### src/rtl/cam_pkg.sv
// rtl/cam_pkg.sv - shared states, status codes and CAM geometry for cam_sched
package cam_pkg;

   localparam int CAM_DEPTH     = 32;
   localparam int CAM_AW        = 5;
   localparam int CAM_DW        = 8;
   localparam int CAM_RSVD_SLOT = 0;

   // Response codes; FULL and ERR share an encoding
   localparam logic [1:0] ST_HIT  = 2'd0;
   localparam logic [1:0] ST_MISS = 2'd1;
   localparam logic [1:0] ST_DUP  = 2'd2;
   localparam logic [1:0] ST_FULL = 2'd3;
   localparam logic [1:0] ST_ERR  = 2'd3;

   typedef enum logic [2:0] {
      S_IDLE,
      S_SRCH,
      S_EVAL,
      S_WR,
      S_ERRR,
      S_RESP
   } state_t;

   // Lowest clear occupancy bit above the reserved slot; returns the reserved slot when none is free
   function automatic logic [CAM_AW-1:0] lowest_free(input logic [CAM_DEPTH-1:0] occ);
      logic [CAM_AW-1:0] slot;
      slot = CAM_AW'(CAM_RSVD_SLOT);
      for (int i = CAM_DEPTH - 1; i > CAM_RSVD_SLOT; i--) begin
         if (!occ[i]) slot = CAM_AW'(i);
      end
      return slot;
   endfunction

endpackage

### src/rtl/cam_rr_arb.sv
// rtl/cam_rr_arb.sv - round-robin arbiter with one-hot grant and encoded id
module cam_rr_arb #(
   parameter int N = 2,
   localparam int IW = $clog2(N)
) (
   input  logic [N-1:0]  i_req,
   input  logic [IW-1:0] i_ptr,
   output logic [N-1:0]  o_gnt,
   output logic [IW-1:0] o_gnt_id
);

   int w_dist;
   int w_best;

   // Pick the requester closest at or after the pointer, wrapping around
   always_comb begin
      w_dist   = 0;
      w_best   = N;
      o_gnt_id = '0;
      o_gnt    = '0;
      for (int j = 0; j < N; j++) begin
         if (i_req[j]) begin
            w_dist = (j >= int'(i_ptr)) ? (j - int'(i_ptr)) : (j + N - int'(i_ptr));
            if (w_dist < w_best) begin
               w_best   = w_dist;
               o_gnt_id = IW'(j);
            end
         end
      end
      for (int j = 0; j < N; j++) begin
         o_gnt[j] = (w_best < N) && (o_gnt_id == IW'(j));
      end
   end

endmodule

### src/rtl/cam_sched.sv
// rtl/cam_sched.sv - CAM request scheduler/sequencer; optional counters under CAM_SCHED_STATS_EN
module cam_sched
   import cam_pkg::*;
#(
   parameter int N_REQ = 2,
   localparam int IDW = $clog2(N_REQ)
) (
   input  logic                  clk,
   input  logic                  rst,
   input  logic [N_REQ-1:0]      req_valid,
   output logic [N_REQ-1:0]      req_ready,
   input  logic [N_REQ-1:0]      req_op,
   input  logic [8*N_REQ-1:0]    req_data,
   output logic                  resp_valid,
   output logic [IDW-1:0]        resp_id,
   output logic [1:0]            resp_status,
   output logic [CAM_AW-1:0]     resp_index,
   output logic                  cam_enable,
   output logic                  cam_write,
   output logic [CAM_AW-1:0]     cam_addr,
   output logic [CAM_DW-1:0]     cam_data,
   input  logic [CAM_AW-1:0]     cam_out,
   output logic                  cam_rst_n,
   output logic                  full,
   output logic [5:0]            free_count
`ifdef CAM_SCHED_STATS_EN
   ,
   output logic [15:0]           stat_hits,
   output logic [15:0]           stat_misses,
   output logic [15:0]           stat_inserts
`endif
);

   state_t              r_state;
   state_t              w_state_nxt;
   logic [N_REQ-1:0]    r_req_ready;
   logic [IDW-1:0]      r_rr_ptr;
   logic [IDW-1:0]      r_gnt_id;
   logic                r_op;
   logic [CAM_DW-1:0]   r_key;
   logic [CAM_DEPTH-1:0] r_valid;
   logic [5:0]          r_free_count;
   logic                r_full;

   logic                r_resp_valid;
   logic [IDW-1:0]      r_resp_id;
   logic [1:0]          r_resp_status;
   logic [CAM_AW-1:0]   r_resp_index;
   logic                r_cam_enable;
   logic                r_cam_write;
   logic [CAM_AW-1:0]   r_cam_addr;
   logic [CAM_DW-1:0]   r_cam_data;

   logic [N_REQ-1:0]    w_gnt;
   logic [IDW-1:0]      w_gnt_id;
   logic [CAM_DW-1:0]   w_keys [N_REQ];
   logic [CAM_DW-1:0]   w_sel_key;
   logic                w_sel_op;
   logic                w_accept;
   logic                w_grant;
   logic [CAM_AW-1:0]   w_alloc_slot;
   logic                w_set_valid;

   logic [N_REQ-1:0]    w_ready_nxt;
   logic                w_resp_valid_nxt;
   logic [1:0]          w_resp_status_nxt;
   logic [CAM_AW-1:0]   w_resp_index_nxt;
   logic                w_cam_en_nxt;
   logic                w_cam_wr_nxt;
   logic [CAM_AW-1:0]   w_cam_addr_nxt;
   logic [CAM_DW-1:0]   w_cam_data_nxt;

   cam_rr_arb #(.N(N_REQ)) u_arb (
      .i_req    (req_valid),
      .i_ptr    (r_rr_ptr),
      .o_gnt    (w_gnt),
      .o_gnt_id (w_gnt_id)
   );

   // Split the packed key bus into per-requester keys
   always_comb begin
      for (int k = 0; k < N_REQ; k++) begin
         w_keys[k] = req_data[8*k +: 8];
      end
   end

   assign w_sel_key    = w_keys[r_gnt_id];
   assign w_sel_op     = req_op[r_gnt_id];
   assign w_accept     = (r_state == S_IDLE) && (|(r_req_ready & req_valid));
   assign w_alloc_slot = lowest_free(r_valid);

   // Next state and the next value of every registered output
   always_comb begin
      w_state_nxt       = r_state;
      w_ready_nxt       = '0;
      w_grant           = 1'b0;
      w_cam_en_nxt      = 1'b0;
      w_cam_wr_nxt      = 1'b0;
      w_cam_addr_nxt    = '0;
      w_cam_data_nxt    = '0;
      w_resp_valid_nxt  = 1'b0;
      w_resp_status_nxt = ST_HIT;
      w_resp_index_nxt  = '0;
      w_set_valid       = 1'b0;
      case (r_state)
         S_IDLE: begin
            if (|r_req_ready) begin
               // A grant whose requester dropped valid is simply discarded
               if (w_accept) begin
                  if (w_sel_key == '0) begin
                     w_state_nxt = S_ERRR;
                  end else begin
                     w_state_nxt    = S_SRCH;
                     w_cam_en_nxt   = 1'b1;
                     w_cam_data_nxt = w_sel_key;
                  end
               end
            end else if (|req_valid) begin
               w_grant     = 1'b1;
               w_ready_nxt = w_gnt;
            end
         end
         S_SRCH: begin
            w_state_nxt = S_EVAL;
         end
         S_EVAL: begin
            if (!r_op) begin
               w_state_nxt       = S_RESP;
               w_resp_valid_nxt  = 1'b1;
               w_resp_status_nxt = (cam_out != '0) ? ST_HIT : ST_MISS;
               w_resp_index_nxt  = cam_out;
            end else if (cam_out != '0) begin
               w_state_nxt       = S_RESP;
               w_resp_valid_nxt  = 1'b1;
               w_resp_status_nxt = ST_DUP;
               w_resp_index_nxt  = cam_out;
            end else if (r_full) begin
               w_state_nxt       = S_RESP;
               w_resp_valid_nxt  = 1'b1;
               w_resp_status_nxt = ST_FULL;
            end else begin
               w_state_nxt    = S_WR;
               w_cam_wr_nxt   = 1'b1;
               w_cam_addr_nxt = w_alloc_slot;
               w_cam_data_nxt = r_key;
            end
         end
         S_WR: begin
            w_set_valid       = 1'b1;
            w_state_nxt       = S_RESP;
            w_resp_valid_nxt  = 1'b1;
            w_resp_status_nxt = ST_HIT;
            w_resp_index_nxt  = r_cam_addr;
         end
         S_ERRR: begin
            w_state_nxt       = S_RESP;
            w_resp_valid_nxt  = 1'b1;
            w_resp_status_nxt = ST_ERR;
         end
         S_RESP: begin
            // Granting here lets the next accept land in the cycle after RESP
            w_state_nxt = S_IDLE;
            if (|req_valid) begin
               w_grant     = 1'b1;
               w_ready_nxt = w_gnt;
            end
         end
         default: begin
            w_state_nxt = S_IDLE;
         end
      endcase
   end

   // State, request latches, occupancy bitmap and registered outputs
   always_ff @(posedge clk or posedge rst) begin
      if (rst) begin
         r_state       <= S_IDLE;
         r_req_ready   <= '0;
         r_rr_ptr      <= '0;
         r_gnt_id      <= '0;
         r_op          <= 1'b0;
         r_key         <= '0;
         r_valid       <= '0;
         r_free_count  <= 6'(CAM_DEPTH - 1);
         r_full        <= 1'b0;
         r_resp_valid  <= 1'b0;
         r_resp_id     <= '0;
         r_resp_status <= '0;
         r_resp_index  <= '0;
         r_cam_enable  <= 1'b0;
         r_cam_write   <= 1'b0;
         r_cam_addr    <= '0;
         r_cam_data    <= '0;
      end else begin
         r_state       <= w_state_nxt;
         r_req_ready   <= w_ready_nxt;
         r_resp_valid  <= w_resp_valid_nxt;
         r_resp_id     <= w_resp_valid_nxt ? r_gnt_id : '0;
         r_resp_status <= w_resp_status_nxt;
         r_resp_index  <= w_resp_index_nxt;
         r_cam_enable  <= w_cam_en_nxt;
         r_cam_write   <= w_cam_wr_nxt;
         r_cam_addr    <= w_cam_addr_nxt;
         r_cam_data    <= w_cam_data_nxt;
         if (w_grant) begin
            r_gnt_id <= w_gnt_id;
            r_rr_ptr <= (w_gnt_id == IDW'(N_REQ - 1)) ? '0 : w_gnt_id + 1'b1;
         end
         if (w_accept) begin
            r_op  <= w_sel_op;
            r_key <= w_sel_key;
         end
         if (w_set_valid) begin
            r_valid[r_cam_addr] <= 1'b1;
            r_free_count        <= r_free_count - 6'd1;
            r_full              <= (r_free_count == 6'd1);
         end
      end
   end

`ifdef CAM_SCHED_STATS_EN
   logic [15:0] r_stat_hits;
   logic [15:0] r_stat_misses;
   logic [15:0] r_stat_inserts;

   // Saturating response and write counters
   always_ff @(posedge clk or posedge rst) begin
      if (rst) begin
         r_stat_hits    <= '0;
         r_stat_misses  <= '0;
         r_stat_inserts <= '0;
      end else begin
         if (w_resp_valid_nxt && (w_resp_status_nxt == ST_HIT) && (r_stat_hits != 16'hFFFF))
            r_stat_hits <= r_stat_hits + 16'd1;
         if (w_resp_valid_nxt && (w_resp_status_nxt == ST_MISS) && (r_stat_misses != 16'hFFFF))
            r_stat_misses <= r_stat_misses + 16'd1;
         if ((r_state == S_WR) && (r_stat_inserts != 16'hFFFF))
            r_stat_inserts <= r_stat_inserts + 16'd1;
      end
   end

   assign stat_hits    = r_stat_hits;
   assign stat_misses  = r_stat_misses;
   assign stat_inserts = r_stat_inserts;
`endif

   assign req_ready   = r_req_ready;
   assign resp_valid  = r_resp_valid;
   assign resp_id     = r_resp_id;
   assign resp_status = r_resp_status;
   assign resp_index  = r_resp_index;
   assign cam_enable  = r_cam_enable;
   assign cam_write   = r_cam_write;
   assign cam_addr    = r_cam_addr;
   assign cam_data    = r_cam_data;
   assign full        = r_full;
   assign free_count  = r_free_count;
   assign cam_rst_n   = ~rst;

endmodule

### config.mk
export PLATFORM = sky130hd
export DESIGN_NAME = cam_sched
export DESIGN_NICKNAME = d
export VERILOG_FILES = /design/src/rtl/cam_pkg.sv /design/src/rtl/cam_rr_arb.sv /design/src/rtl/cam_sched.sv
export SDC_FILE = /design/constraint.sdc
export NUM_CORES = 1
export LEC_CHECK = 0
export CAP_MARGIN = 20
export CELL_PAD_IN_SITES_DETAIL_PLACEMENT = 0
export CELL_PAD_IN_SITES_GLOBAL_PLACEMENT = 2
export CORE_MARGIN = 10
export CORE_UTILIZATION = 35
export CTS_CLUSTER_DIAMETER = 200
export DETAILED_ROUTE_END_ITERATION = 7
export GPL_TIMING_DRIVEN = 0
export PLACE_DENSITY = 0.8
export SYNTH_ARGS = -nofsm -noshare
export SYNTH_HDL_FRONTEND = slang
export SYNTH_SLANG_ARGS = --single-unit
### constraint.sdc
create_clock -name clk -period 7.2 [get_ports clk]
set_clock_uncertainty 0.2 [all_clocks]
set_input_delay 2.16 -clock clk [delete_from_list [all_inputs] [get_ports clk]]
set_output_delay 2.16 -clock clk [all_outputs]
set_load 0.01 [all_outputs]
# After elaboration in Yosys (flattened, before gate mapping)
# Index checks and enable logic that the tools add are counted.
word_totals:
  reg_bits: 79
  latch_bits: 0
  ram_bits: 0
  romBits: 0
  output_inout_bits: 34
  wordCells: 147
  memories: 0
classes:
  add_sub_neg: 5
  n_mul: 0
  div: 0
  n_lt_le_gt_ge: 8
  eq_ne: 8
  shifts: 0
  mux: 92
  n_bitwise: 5
  reduce_logical: 12
ops:
  columns: ["op", "count"]
  rows:
  - ["two-way mux 5 bit", 37]
  - ["two-way mux 32 bit", 5]
  - ["two-way mux 8 bit", 9]
  - ["less-than comparator 32 x 3 -> 1 bit, second input constant", 2]
  - ["less-than comparator 32 bit", 1]
  - ["bitwise OR 32 bit", 1]
  - ["two-way mux 1 bit", 22]
  - ["two-way mux 3 bit", 6]
  - ["one-hot mux 8 bit (2 select lines)", 1]
  - ["one-hot mux 3 bit (4 select lines)", 1]
  - ["two-way mux 2 bit", 5]
  - ["one-hot mux 5 bit (2 select lines)", 1]
  - ["logical NOT 8 bit", 1]
  - ["one-hot mux 2 bit (2 select lines)", 2]
  - ["OR reduction 2 bit", 4]
  - ["equality test 3 x 2 -> 1 bit, second input constant", 2]
  - ["equality test 3 bit, second input constant", 2]
  - ["equality test 6 x 1 -> 1 bit, second input constant", 1]
  - ["less-than comparator 5 x 6 -> 1 bit, second input constant", 1]
  - ["subtractor 6 x 1 -> 6 bit, second input constant", 1]
  - ["demux 1 bit (select 5 bit)", 1]
  - ["greater-or-equal comparator 5 x 1 -> 1 bit, second input constant", 1]
  - ["nonzero test 5 bit", 1]
  - ["logical AND 1 bit", 4]
  - ["other kinds (15)", 18]

# Depth between registers and ports, before layout
depth:
  word_depth: 35
  ltp_mapped: 8

# Modules after synthesis
# From an unflattened synthesis, not the netlist that was laid out.
hier_totals:
  hier_cells: 323
  area_unflattened_um2: 3513.4
modules_own_cells:
  columns: ["module", "n_inst", "cells_per_inst", "area_per_inst_um2", "seq_area_each_um2"]
  rows:
  - ["cam_sched", 1, 319, 3487.1, 1958.1]
  - ["cam_rr_arb", 1, 4, 26.3, 0.0]

# Least setup slack after synthesis
# OpenSTA, ideal clock, no wires.
synth_timing:
  path_kind: "input port to output port"
  startpoint: "input port rst"
  endpoint: "output port cam_rst_n"
  t_arrival_ps: 3820
  t_required_ps: 4840
  path_slack_ps: 1020
  path_stages: 1
  cell_sequence: "inv_1"
synth_between:
  elab_chain_cells: 1
synth_rtl:
  columns: ["item", "line", "rtl"]
  rows:
  - ["start: declaration", "cam_sched.sv:9", "input logic rst,"]
  - ["inverter 1 bit", "cam_sched.sv:258", "assign cam_rst_n = ~rst;"]
  - ["end: declaration", "cam_sched.sv:23", "output logic cam_rst_n,"]
# No other way between the ends.

# Worst setup path after layout
# Ends and elaborated chain as after synthesis.

==> summary.txt <==
Logic synthesis
  • Distinct cell type count after synthesis: 50
  • Yosys warnings: 0
  • Number of enable flip-flop cells after synthesis: 0
  • Cell type with the highest aggregate area in the netlist: sky130_fd_sc_hd__dfrtp_1
  • Post-synthesis net count: 351
  • Async SR Flop Fraction: 100%
  • Main area contributors after synthesis: sky130_fd_sc_hd__dfrtp_1 (52%), sky130_fd_sc_hd__a21o_1 (5.8%), sky130_fd_sc_hd__mux2i_1 (4.0%)
  • Sequential-to-total area share from yosys stat: 56.2%
  • Post-synthesis area per instance: 10.8 µm²
  • Post-synthesis sequential element count: 78
  • Synthesized instance count: 322
  • Yosys top cell area share: 52.4%
  • Top_reg_cell synth: sky130_fd_sc_hd__dfrtp_1
  • Cell area after technology mapping: 3490 µm²

STA
  • Relative max-transition margin: 58.9%
  • Worst Tran Pin Value: 0.616 ns
  • Maximum frequency from static timing analysis: 166 MHz
  • Post-layout minimum cycle time: 6.01 ns
  • Final number of hold-violating endpoints: 0
  • Final TNS setup: 0 ns
  • Setup repair after global routing missed its margin: false
  • Period utilisation layout: 83.5%
  • Final Setup Violations: 0
  • Count of pins over their slew limit: 0

Run status
  • Run status: finished, final reports clean

Setup path
  • Worst reg2reg endpoint: cam_addr[4]
  • Arrival @ worst endpoint: 3.65 ns
  • Worst-path fanout max: 40
  • Worst-case register-to-register setup slack: 4.85 ns
  • Setup crit end kind: output pin
  • Worst R2R Path Depth: 6
  • Setup crit start kind: input pin
  • Critical Setup Path Class: in -> out
  • WP data required: 4.84 ns
  • Worst flop-to-flop path startpoint: r_state[2]

Detailed routing
  • Final routed wirelength across all metal layers: 8.84 mm
  • First-iteration detailed-routing DRC count: 142
  • DRC violation count after routing: 0
  • Via count normalized by instance count: 5.11
  • Routed wire length per instance: 16.6 µm
  • Antenna Violating Nets Remaining: 0
  • First-pass iteration count of the detailed router: 4
  • Vias after detailed routing: 2727

CTS
  • Root cell of the clock tree: sky130_fd_sc_hd__clkbuf_8
  • Bufs on Longest Clock Path: 2
  • Number of clock sinks: 78
  • H-tree lvl count: 3
  • Number of hold buffers added after cts: 0
  • Clock latency on the worst-skew pair: 0.35 ns
  • Post-cts repair resize count: 0
  • Clock-pin slew of the registers on the worst-case setup and hold paths: 0.08 ns
  • CTS tree: built
  • Post-CTS setup repair buffer count: 0
  • Num CTS Buffers: 9

Floorplan
  • # rows: 36
  • Height of the die: 120 µm
  • Starting density of the core: 35.8%
  • Die X: 120 µm
  • Area enclosed by the die boundary: 14400 µm²
  • Core Area: 9730 µm²
  • Count of boundary I/O pins: 61

Cells and area
  • Proportion of layout cells with a drive suffix above 1: 9.48%
  • Antenna Cells: 0
  • Nets: 425
  • Commonest cells after routing, fill and taps aside: sky130_fd_sc_hd__dfrtp_1 (73), sky130_fd_sc_hd__clkdlybuf4s50_1 (60), sky130_fd_sc_hd__nand2_1 (32)
  • Synth-to-layout area growth: 29.9%
  • Commonest non-fill, non-tap cell in the layout: sky130_fd_sc_hd__dfrtp_1
  • Post-route cell area: 4530 µm²

Pwr
  • Combinational group share of total power: 28.6%
  • Max VDD drop: 0.142 mV
  • Leakage: 2.14 nW
  • Internal power contribution: 0.000970 W
  • Psw: 0.000407 W
  • Cell Pwr Density: 304 nW/µm²
  • Switch share: 29.6%
  • Sequential share of power: 42.6%
  • Fraction of power consumed by the clock network: 28.8%

Global routing
  • Number of global-route vias before repair: 2860
  • Global routing usage summed across all routing layers: 12.9%
  • Pin count of the biggest net entering global routing: 41
  • Global-route wire length before repair: 14.9 mm
  • GRT Residual Overflow: 0
  • Antenna violations before repair: 0

Place
  • Post-detailed-placement half-perimeter wirelength: 6.63 mm
  • Final GP Congestion: 0.852
  • Port Buf Inserts: 60
  • Post-place instance area: 4290 µm²

Worst hold path
  • Worst Hold Endpoint: cam_data[0]
  • Type of the worst min-delay path: reg -> reg
  • Worst min-delay path startpoint: r_key[0]
  • Hold Path Stages: 1

Run
  • Max-capacitance violation count: 0
## power by group through the flow
| stage | clock, W | sequential, W | combinational [W] |
|---|---|---|---|
| after floorplan | 0 | 0.000608 | 0.000213 |
| after global placement | 0 | 0.000594 | 0.000397 |
| after detailed placement | 0 | 0.000596 | 0.000401 |
| after CTS | 0.000407 | 0.000588 | 0.000402 |
| after global routing | 0.000429 | 0.000600 | 0.000438 |
| final | 0.000396 | 0.000587 | 0.000394 |
## worst max path at each step
| stage | startpoint | end | slack (ns) | cells past startpoint |
|---|---|---|---|---|
| finish | rst | cam_rst_n | 1.19 | 3 |
| global route | rst | cam_rst_n | 1.06 | 3 |
| CTS | rst | cam_rst_n | 1.14 | 3 |
| detailed placement | rst | cam_rst_n | 1.14 | 3 |
| global placement | rst | cam_rst_n | -0.94 | 3 |
| floorplan | rst | cam_rst_n | 1.02 | 1 |
## metrics by stage
step / setup WS (ns) / instances / utilization (%) / hold WS (ns) / power, W
3_5_place_dp: 1.14 / 518 / 44.1 / 0.261 / 0.000997
6_report: 1.19 / 534 / 46.5 / 0.280 / 0.00138
3_3_place_gp: -0.936 / 515 / 43.7 / 0.258 / 0.000991
5_1_grt: 1.06 / 534 / 46.5 / 0.303 / 0.00147
4_1_cts: 1.14 / 534 / 46.5 / 0.284 / 0.00140
2_1_floorplan: 1.02 / 322 / - / 0.249 / 0.000820
## logic make-up after synthesis
| family | Yosys count | synth area share [%] |
|---|---|---|
| fa+ha+maj | 2 | 0.718 |
| buf+inv | 26 | 3.52 |
| simple gates | 112 | 16.9 |
| flops | 78 | 56.2 |
| mux | 14 | 4.02 |
| xor+xnor | 5 | 1.26 |
| compound gates | 85 | 17.4 |
## layer usage
layer,up-vias,GRT usage [%],wire length [µm],share of wire [%]
met1,1344,15.9,3920,44
met3,15,5.81,683,7.7
li1,1296,-,-,-
met2,72,19.7,4080,46
met5,-,0,0,0
met4,0,4.00,155,1.8
## worst max-delay path: stages
cell                              delay [ns]
sky130_fd_sc_hd__clkdlybuf4s50_1        0.44
sky130_fd_sc_hd__inv_4                  0.39
sky130_fd_sc_hd__clkdlybuf4s50_1        0.64
## registers in the layout, indices dropped and copies added, names as in the netlist, 2 cells and up
signal	cells
cam_addr	5
cam_data	8
free_count	6
r_key	8
r_state	3
r_valid	31
req_ready	2
resp_index	5
resp_status	2
## Yosys cell counts (2+ instances only)
cell                        count
sky130_fd_sc_hd__o21ai_0       10
sky130_fd_sc_hd__dfrtp_1       73
sky130_fd_sc_hd__xor2_1         2
sky130_fd_sc_hd__nand4_1        8
sky130_fd_sc_hd__a31oi_1        4
sky130_fd_sc_hd__nor2_1        24
sky130_fd_sc_hd__ha_1           2
sky130_fd_sc_hd__nor4_1         7
sky130_fd_sc_hd__dfstp_2        5
sky130_fd_sc_hd__nor3b_1        3
sky130_fd_sc_hd__a21o_1        27
sky130_fd_sc_hd__or2_2          2
sky130_fd_sc_hd__clkbuf_1       9
sky130_fd_sc_hd__nor3_1         7
sky130_fd_sc_hd__nand3_1        6
sky130_fd_sc_hd__and3b_1        2
sky130_fd_sc_hd__nand3b_1       3
sky130_fd_sc_hd__a41o_1         3
sky130_fd_sc_hd__mux2i_1       14
sky130_fd_sc_hd__o21bai_1      13
sky130_fd_sc_hd__nand2_1       32
sky130_fd_sc_hd__buf_6          2
sky130_fd_sc_hd__and2_1         2
sky130_fd_sc_hd__a22o_1         2
sky130_fd_sc_hd__xnor2_1        3
sky130_fd_sc_hd__inv_1         14
sky130_fd_sc_hd__o2111ai_1      2
sky130_fd_sc_hd__or3b_2         2
sky130_fd_sc_hd__nand2b_1       3
sky130_fd_sc_hd__a21oi_1       16
## cell type report
| cell class | count | area, µm² |
|---|---|---|
| fill | 989 | 5200 |
| sequential | 78 | 1960 |
| multi-input combinational | 218 | 1410 |
| timing repair buffer | 63 | 636 |
| tap | 133 | 166 |
| clock buffer | 11 | 131 |
| clock inverter | 5 | 106 |
| buffer | 12 | 70.1 |
| inverter | 14 | 55.1 |
Note: power is estimated with default switching activity, not from simulation.
